$ cat src/rtl/dot_product_sequencer.sv
// Dot-product sequencer: walks a vector in LEN-element chunks, masks the tail lanes,
// accumulates each returned pyramid sum and holds the result for a valid/ready consumer.
module dot_product_sequencer #(
  parameter int unsigned N    = 32,
  parameter int unsigned LEN  = 4,
  parameter int unsigned KMAX = 64,
  localparam int unsigned KW     = $clog2(KMAX + 1),
  localparam int unsigned CHUNKS = (KMAX + LEN - 1) / LEN,
  localparam int unsigned AW     = (CHUNKS > 1) ? $clog2(CHUNKS) : 1
) (
  input  logic           clk,
  input  logic           reset,
  input  logic           start,
  input  logic [KW-1:0]  k_len,
  output logic           busy,
  output logic           chunk_req,
  output logic [AW-1:0]  chunk_addr,
  output logic [LEN-1:0] lane_mask,
  input  logic           chunk_valid,
  input  logic [N-1:0]   sum_in,
  output logic           out_valid,
  input  logic           out_ready,
  output logic [N-1:0]   result
);

  typedef enum logic [1:0] {IDLE, FETCH, OUT} state_t;

  state_t         state;
  logic [KW-1:0]  len_q;
  logic [KW-1:0]  len_sat;
  logic [AW-1:0]  last_addr;
  logic [AW-1:0]  first_last;
  logic [AW-1:0]  addr_next;
  logic [LEN-1:0] mask_first;
  logic [LEN-1:0] mask_next;
  logic [N-1:0]   acc;
  logic [N-1:0]   acc_sum;

  // Lane i of chunk addr carries element addr*LEN+i; it is live only below len.
  function automatic logic [LEN-1:0] mask_for(input logic [AW-1:0] addr,
                                              input logic [KW-1:0] len);
    logic [LEN-1:0] m;
    m = '0;
    for (int unsigned i = 0; i < LEN; i++)
      m[i] = ((32'(addr) * LEN + i) < 32'(len));
    return m;
  endfunction

  always_comb begin
    len_sat    = (32'(k_len) > KMAX) ? KW'(KMAX) : k_len;
    first_last = (len_sat == '0) ? '0 : AW'((32'(len_sat) - 1) / LEN);
    mask_first = mask_for('0, len_sat);
    addr_next  = chunk_addr + 1'b1;
    mask_next  = mask_for(addr_next, len_q);
    acc_sum    = acc + sum_in;
  end

  always_ff @(posedge clk or posedge reset) begin
    if (reset) begin
      state      <= IDLE;
      len_q      <= '0;
      last_addr  <= '0;
      acc        <= '0;
      busy       <= 1'b0;
      chunk_req  <= 1'b0;
      chunk_addr <= '0;
      lane_mask  <= '0;
      out_valid  <= 1'b0;
      result     <= '0;
    end else begin
      case (state)
        IDLE: begin
          if (start) begin
            len_q      <= len_sat;
            acc        <= '0;
            busy       <= 1'b1;
            chunk_addr <= '0;
            if (len_sat == '0) begin
              state     <= OUT;
              out_valid <= 1'b1;
              result    <= '0;
            end else begin
              state     <= FETCH;
              chunk_req <= 1'b1;
              lane_mask <= mask_first;
              last_addr <= first_last;
            end
          end
        end
        FETCH: begin
          if (chunk_valid) begin
            acc <= acc_sum;
            // The final sum goes straight to result so OUT is entered with it valid.
            if (chunk_addr == last_addr) begin
              state      <= OUT;
              chunk_req  <= 1'b0;
              lane_mask  <= '0;
              chunk_addr <= '0;
              out_valid  <= 1'b1;
              result     <= acc_sum;
            end else begin
              chunk_addr <= addr_next;
              lane_mask  <= mask_next;
            end
          end
        end
        OUT: begin
          if (out_ready) begin
            state     <= IDLE;
            busy      <= 1'b0;
            out_valid <= 1'b0;
            result    <= '0;
          end
        end
        default: state <= IDLE;
      endcase
    end
  end

endmodule

$ cat config.mk
export PLATFORM = sky130hd
export DESIGN_NAME = dot_product_sequencer
export DESIGN_NICKNAME = d
export VERILOG_FILES = /design/src/rtl/dot_product_sequencer.sv
export SDC_FILE = /design/constraint.sdc
export NUM_CORES = 1
export LEC_CHECK = 0
export CAP_MARGIN = 25
export CORE_MARGIN = 2
export CORE_UTILIZATION = 30
export CTS_CLUSTER_SIZE = 24
export DETAILED_ROUTE_END_ITERATION = 10
export PLACE_DENSITY = 0.47
export SYNTH_ARGS = -nofsm -noshare
export SYNTH_HDL_FRONTEND = slang
export SYNTH_SLANG_ARGS = --single-unit
export TNS_END_PERCENT = 20
$ cat constraint.sdc
create_clock -name clk -period 3.8 [get_ports clk]
set_clock_uncertainty 0.1 [all_clocks]
set_input_delay 0.57 -clock clk [delete_from_list [all_inputs] [get_ports clk]]
set_output_delay 0.57 -clock clk [all_outputs]
set_load 0.02 [all_outputs]
== Word level (Yosys, flattened, before mapping) ==
Index checks and enable logic that the tools add are counted.

* Bits in registers: 88
* Word-level logic and storage cells: 86
* Input bits: 44

* Reduce and logical (&&, ||, !) cells: 13
* Equal/unequal tests: 9
* Add/sub/neg operators: 6
* Muxes and demuxes: 38
* Bitwise operators: 1
* $lt $le $gt $ge: 9

{| class="wikitable"
|+ Operator list
! kind !! number
|-
| $mux 32 || 7
|-
| $pmux 32 s3 || 1
|-
| $pmux 32 s2 || 1
|-
| $add 32x32->32 || 1
|-
| $mux 4 || 7
|-
| $lt 7x7->1 || 3
|-
| $pmux 4 s2 || 2
|-
| $add 6x2->7 const B || 2
|-
| $lt 1x7->1 const A || 2
|-
| $lt 2x7->1 const A || 2
|-
| $ne 2x2->1 const B || 6
|-
| $mux 1 || 10
|-
| $mux 2 || 5
|-
| $reduce_and 3->1 || 3
|-
| $reduce_and 4->1 || 2
|-
| $add 6x1->7 const B || 1
|-
| $gt 7x7->1 const B || 1
|-
| $logic_not 7->1 || 1
|-
| $lt 6x7->1 || 1
|-
| $mux 7 || 1
|-
| $pmux 2 s3 || 1
|-
| $reduce_and 6->1 || 1
|-
| $sub 6x1->6 const B || 1
|-
| $reduce_and 5->1 || 1
|-
| 11 further kinds || 13
|}

== Logic depth before layout (Yosys ltp) ==
* Depth in word-level cells: 6
* Gate-level depth with buffers: 12
* Depth with buffers taken out: 12

== Worst setup path before layout ==
No wires, ideal clock.

* Kind: input to register
* Start point: in sum_in[0]
* End point: reg acc[28]
* Setup slack: 0.808 ns
* Arrival time: 2.771 ns
* Path buffers: 0
* Stages: 12
* Cell sequence: ha_1 inv_1 fa_1 nor2b_1 o21ai_2 a2111oi_4 o31ai_4 a31oi_2 a221o_1 a21oi_2 xnor2_1 a22o_1

* Cells in the longest elaborated chain, start to end: 3

{| class="wikitable"
|+ RTL lines
! element !! line !! RTL
|-
| start: declaration || 20 || <nowiki>input logic [N-1:0] sum_in,</nowiki>
|-
| $add 32x32->32 || 55 || <nowiki>acc_sum = acc + sum_in;</nowiki>
|-
| $mux 32 || 91 || <nowiki>if (chunk_valid) begin</nowiki>
|-
| $pmux 32 s2 || 71 || <nowiki>case (state)</nowiki>
|-
| end signal: assignment || 92 || <nowiki>acc <= acc_sum;</nowiki>
|-
| end: declaration || 36 || <nowiki>logic [N-1:0] acc;</nowiki>
|}

Every way passes these cells. The select of a mux whose other input is x is not followed.
A chain may end at the register's enable or synchronous reset.

== Worst setup path after layout ==
* Start point: in sum_in[0]
* End point: reg result[28]

* Cells in the longest elaborated chain, start to end: 4

{| class="wikitable"
|+ RTL lines
! element !! line !! RTL
|-
| $add 32x32->32 || 55 ||
|-
| $mux 32 || 94 || <nowiki>if (chunk_addr == last_addr) begin</nowiki>
|-
| $mux 32 || 91 ||
|-
| $pmux 32 s3 || 71 ||
|-
| end signal: assignment || 100 || <nowiki>result <= acc_sum;</nowiki>
|-
| end: declaration || 23 || <nowiki>output logic [N-1:0] result</nowiki>
|}

Every way passes these cells. The select of a mux whose other input is x is not followed.

==> summary.txt <==
Detailed routing
  • Post-DRT Antenna Nets: 0
  • WL per Instance: 15.57 um
  • Via count: 4528
  • Iteration-0 DRC Markers: 254
  • DRC: 0
  • Drt via density: 4.938
  • Pre-antenna DRT Iters: 4
  • Final wirelength: 14280 um

Clock network
  • Post-CTS Setup Repair Bufs: 0
  • CTS root buffer: clkbuf_16
  • Clock Sinks: 88
  • CTS Buf Count: 9
  • CTS clk-pin slew, worst paths: 0.06 ns
  • CTS tree: built
  • Skew-Pair Late Insertion Delay: 0.35 ns
  • CTS H-tree lvls: 3
  • Hold Buf Count CTS: 0
  • Post-cts resize count: 0
  • Clock Path Buffers: 2

Global route
  • Vias in the first global route: 4470
  • Initial antenna violation count: 0
  • Total global-route track usage: 0.1589
  • GRT Residual Overflow: 0
  • M1 GR Usage: 0.2276
  • GR Util met2: 0.2474
  • Largest net degree at the start of global routing: 51
  • M3 GR Usage: 0.02649
  • First-pass GRT wire length: 23470 um
  • Global routing's busiest layer: met2

Setup path
  • Launching point of the worst reg2reg path: acc[0]
  • Buf+Inv Stages, Crit Path: 2
  • Crit-path leading delay family: compound AO/OA/AOI/OAI gates
  • Worst EP arrival: 3.49 ns
  • Reg2reg setup slack: 0.80 ns
  • Kind of critical path: primary input to flip-flop
  • CP cell instances: clkdlybuf4s50_1, ha_1, inv_1, fa_1, nor2b_1, o21ai_2, a2111oi_4, o31ai_4, a31oi_2, a221o_1, a21oi_2, xnor2_1, a22o_1
  • Crit path max fanout: 4
  • Worst reg2reg path endpoint: result[28]
  • CP Launch Type: primary input
  • Kind of end point of the critical path: flip-flop
  • CP max stage cell: clkdlybuf4s50_1
  • Slowest stage delay, CP: 0.47 ns
  • Worst Setup SP: sum_in[0]
  • Critical path data required time: 3.94 ns
  • Worst r2r path cells: 12

Yosys
  • Yosys cell types: 57
  • Mapped cell area: 5373 um^2
  • Mapped Nets: 686
  • Mapped Cells: 601
  • Post-synthesis sequential area ratio: 0.4099
  • Asr flop ratio synth: 1.000
  • Yosys reg bits: 88
  • Ys flop type: dfrtp_1
  • Synth warnings: 0
  • Post-synth EDFFs: 0
  • Syn avg cell area: 8.940 um^2

Timing
  • Pins over their slew limit: 0
  • Worst rel slew slack: 0.5080
  • Worst hold slack: 0.3764 ns
  • Fmax: 0.2987 GHz
  • Hold Vio Cnt, Final: 0
  • Setup TNS Final: 0 ns
  • Final min period: 3.348 ns
  • Worst-Margin Slew: 0.7381 ns
  • Final WS setup: 0.4521 ns
  • RSZ-0062 raised after global routing: no
  • Final worst path period share: 0.8810
  • Final setup fails: 0

Floorplan
  • Starting Density: 0.3085
  • I/O pin cnt: 87
  • Die area: 19000 um^2
  • Std-Cell Core Area: 17420 um^2
  • Standard-cell row count: 48
  • Die W: 137.8 um
  • Chip Height: 137.8 um

Outcome
  • Status: complete, no violations

Cells and area
  • Area grow syn2layout: 26.92%
  • Share of cells above drive strength 1: 0.06069
  • Design area: 6819 um^2
  • Final net count: 773
  • # diodes: 0

Worst hold path
  • WHS Endpoint: result[25]
  • Hold Crit Class: flip-flop to flip-flop
  • Hold Crit Start: result[25]
  • Worst hold path stage count: 2

Placed design
  • RePlAce Congestion: 0.8640
  • Post-DP HPWL: 10690 um
  • Post-place setup slack: 0.09090 ns
  • Placed standard-cell area: 6531 um^2
  • Input/output buffers: 86

Job
  • Max-Cap Viols: 0

Power and ir drop
  • Leakage power: 3.021 nW
  • Peak supply drop: 302.8 uV
  • Pwr Total: 5.582 mW
  • Pwr Density: 818.6 nW/um^2
[layer usage]
metal | share of wire | routed length (um)
met1 | 0.50 | 7150
met2 | 0.45 | 6405
met3 | 0.038 | 547
met4 | 0.012 | 171
met5 | 0 | 0
[through the flow]
stage | instances | utilization
finish | 917 | 0.3915
global route | 917 | 0.3915
CTS | 917 | 0.3915
detailed placement | 902 | 0.3750
global placement | 902 | 0.3750
floorplan | 601 | -
[cell usage after synthesis, types with 13 or more instances]
library cell	number	area [um^2]
nand2_1	105	394.1
nand2b_1	13	81.33
dfrtp_1	88	2202
xnor2_1	25	219.0
nor2_1	34	127.6
a22o_1	21	183.9
o21ai_0	66	330.3
a21oi_1	42	210.2
ha_1	40	500.5
inv_1	26	97.59
clkbuf_1	19	71.32
[power by group]
part	internal, mW	switching [mW]
Sequential	1.32	0.237
Combinational	1.29	1.83
Clock	0.521	0.377
[state kept, by name, summed over array words and instances (netlist names)]
register	count
acc	32
result	32
len_q	7
chunk_addr	4
lane_mask	4
last_addr	4
state	2
busy	1
chunk_req	1
out_valid	1
[worst max path at each step]
stage                       to  slack, ns  cells past startpoint
floorplan              acc[28]       0.81                     12
global placement    result[28]       0.09                     13
detailed placement     acc[28]       0.09                     13
CTS                    acc[28]       0.45                     13
global route           acc[28]       0.26                     13
finish              result[28]       0.45                     13
[area by class of cell]
class	count	area (um^2)
well taps	225	281.5
fillers	1746	10600
flip-flops and latches	88	2202
repair buffers	97	955.9
inverters	26	98.84
clock inverters	4	45.04
clock buffers	11	242.7
multi-input cells	466	2993
[logic make-up (layout without fill, tap and decap cells)]
logic type / after synthesis / in the layout / share of synthesized area
AOI/OAI and AO/OA: 192 / 192 / 0.2338
xor gates and xnor gates: 37 / 37 / 0.06171
adders and majority gates: 41 / 41 / 0.09688
buffers and inverters: 47 / 138 / 0.03307
DFF: 88 / 88 / 0.4099
muxes: 4 / 4 / 0.008383
and+or+nand+nor: 192 / 192 / 0.1563
[layout by cell type (no fill, tap or decap), types with 3 or more instances in the layout]
cell type | Yosys | routed
xor2_1 | 11 | 11
ha_1 | 40 | 40
o21bai_1 | 4 | 4
o21ai_0 | 66 | 66
nand2b_1 | 13 | 13
dfrtp_1 | 88 | 88
nand4_1 | 6 | 6
a211oi_1 | 3 | 3
clkdlybuf4s50_1 | 0 | 86
inv_1 | 26 | 25
o21a_1 | 5 | 5
nor3_1 | 4 | 4
a22o_1 | 21 | 21
clkinv_2 | 0 | 4
and3_1 | 5 | 5
nand2_1 | 105 | 105
o21ai_1 | 7 | 7
mux2_2 | 4 | 4
nand3_1 | 11 | 11
clkbuf_16 | 0 | 9
buf_4 | 0 | 10
xnor2_1 | 25 | 25
o211ai_1 | 3 | 3
a21oi_1 | 42 | 42
a21o_1 | 11 | 11
a31oi_1 | 4 | 4
nor2b_1 | 4 | 4
nor2_1 | 34 | 34
[worst min-delay path, delay by kind of cell, from the launching register on]
| kind | cells | cell delay (ns) |
|---|---|---|
| AND/OR/NAND/NOR | 2 | 0.10 |
| flip-flops | 1 | 0.35 |
Note: power is estimated with default switching activity, not from simulation.
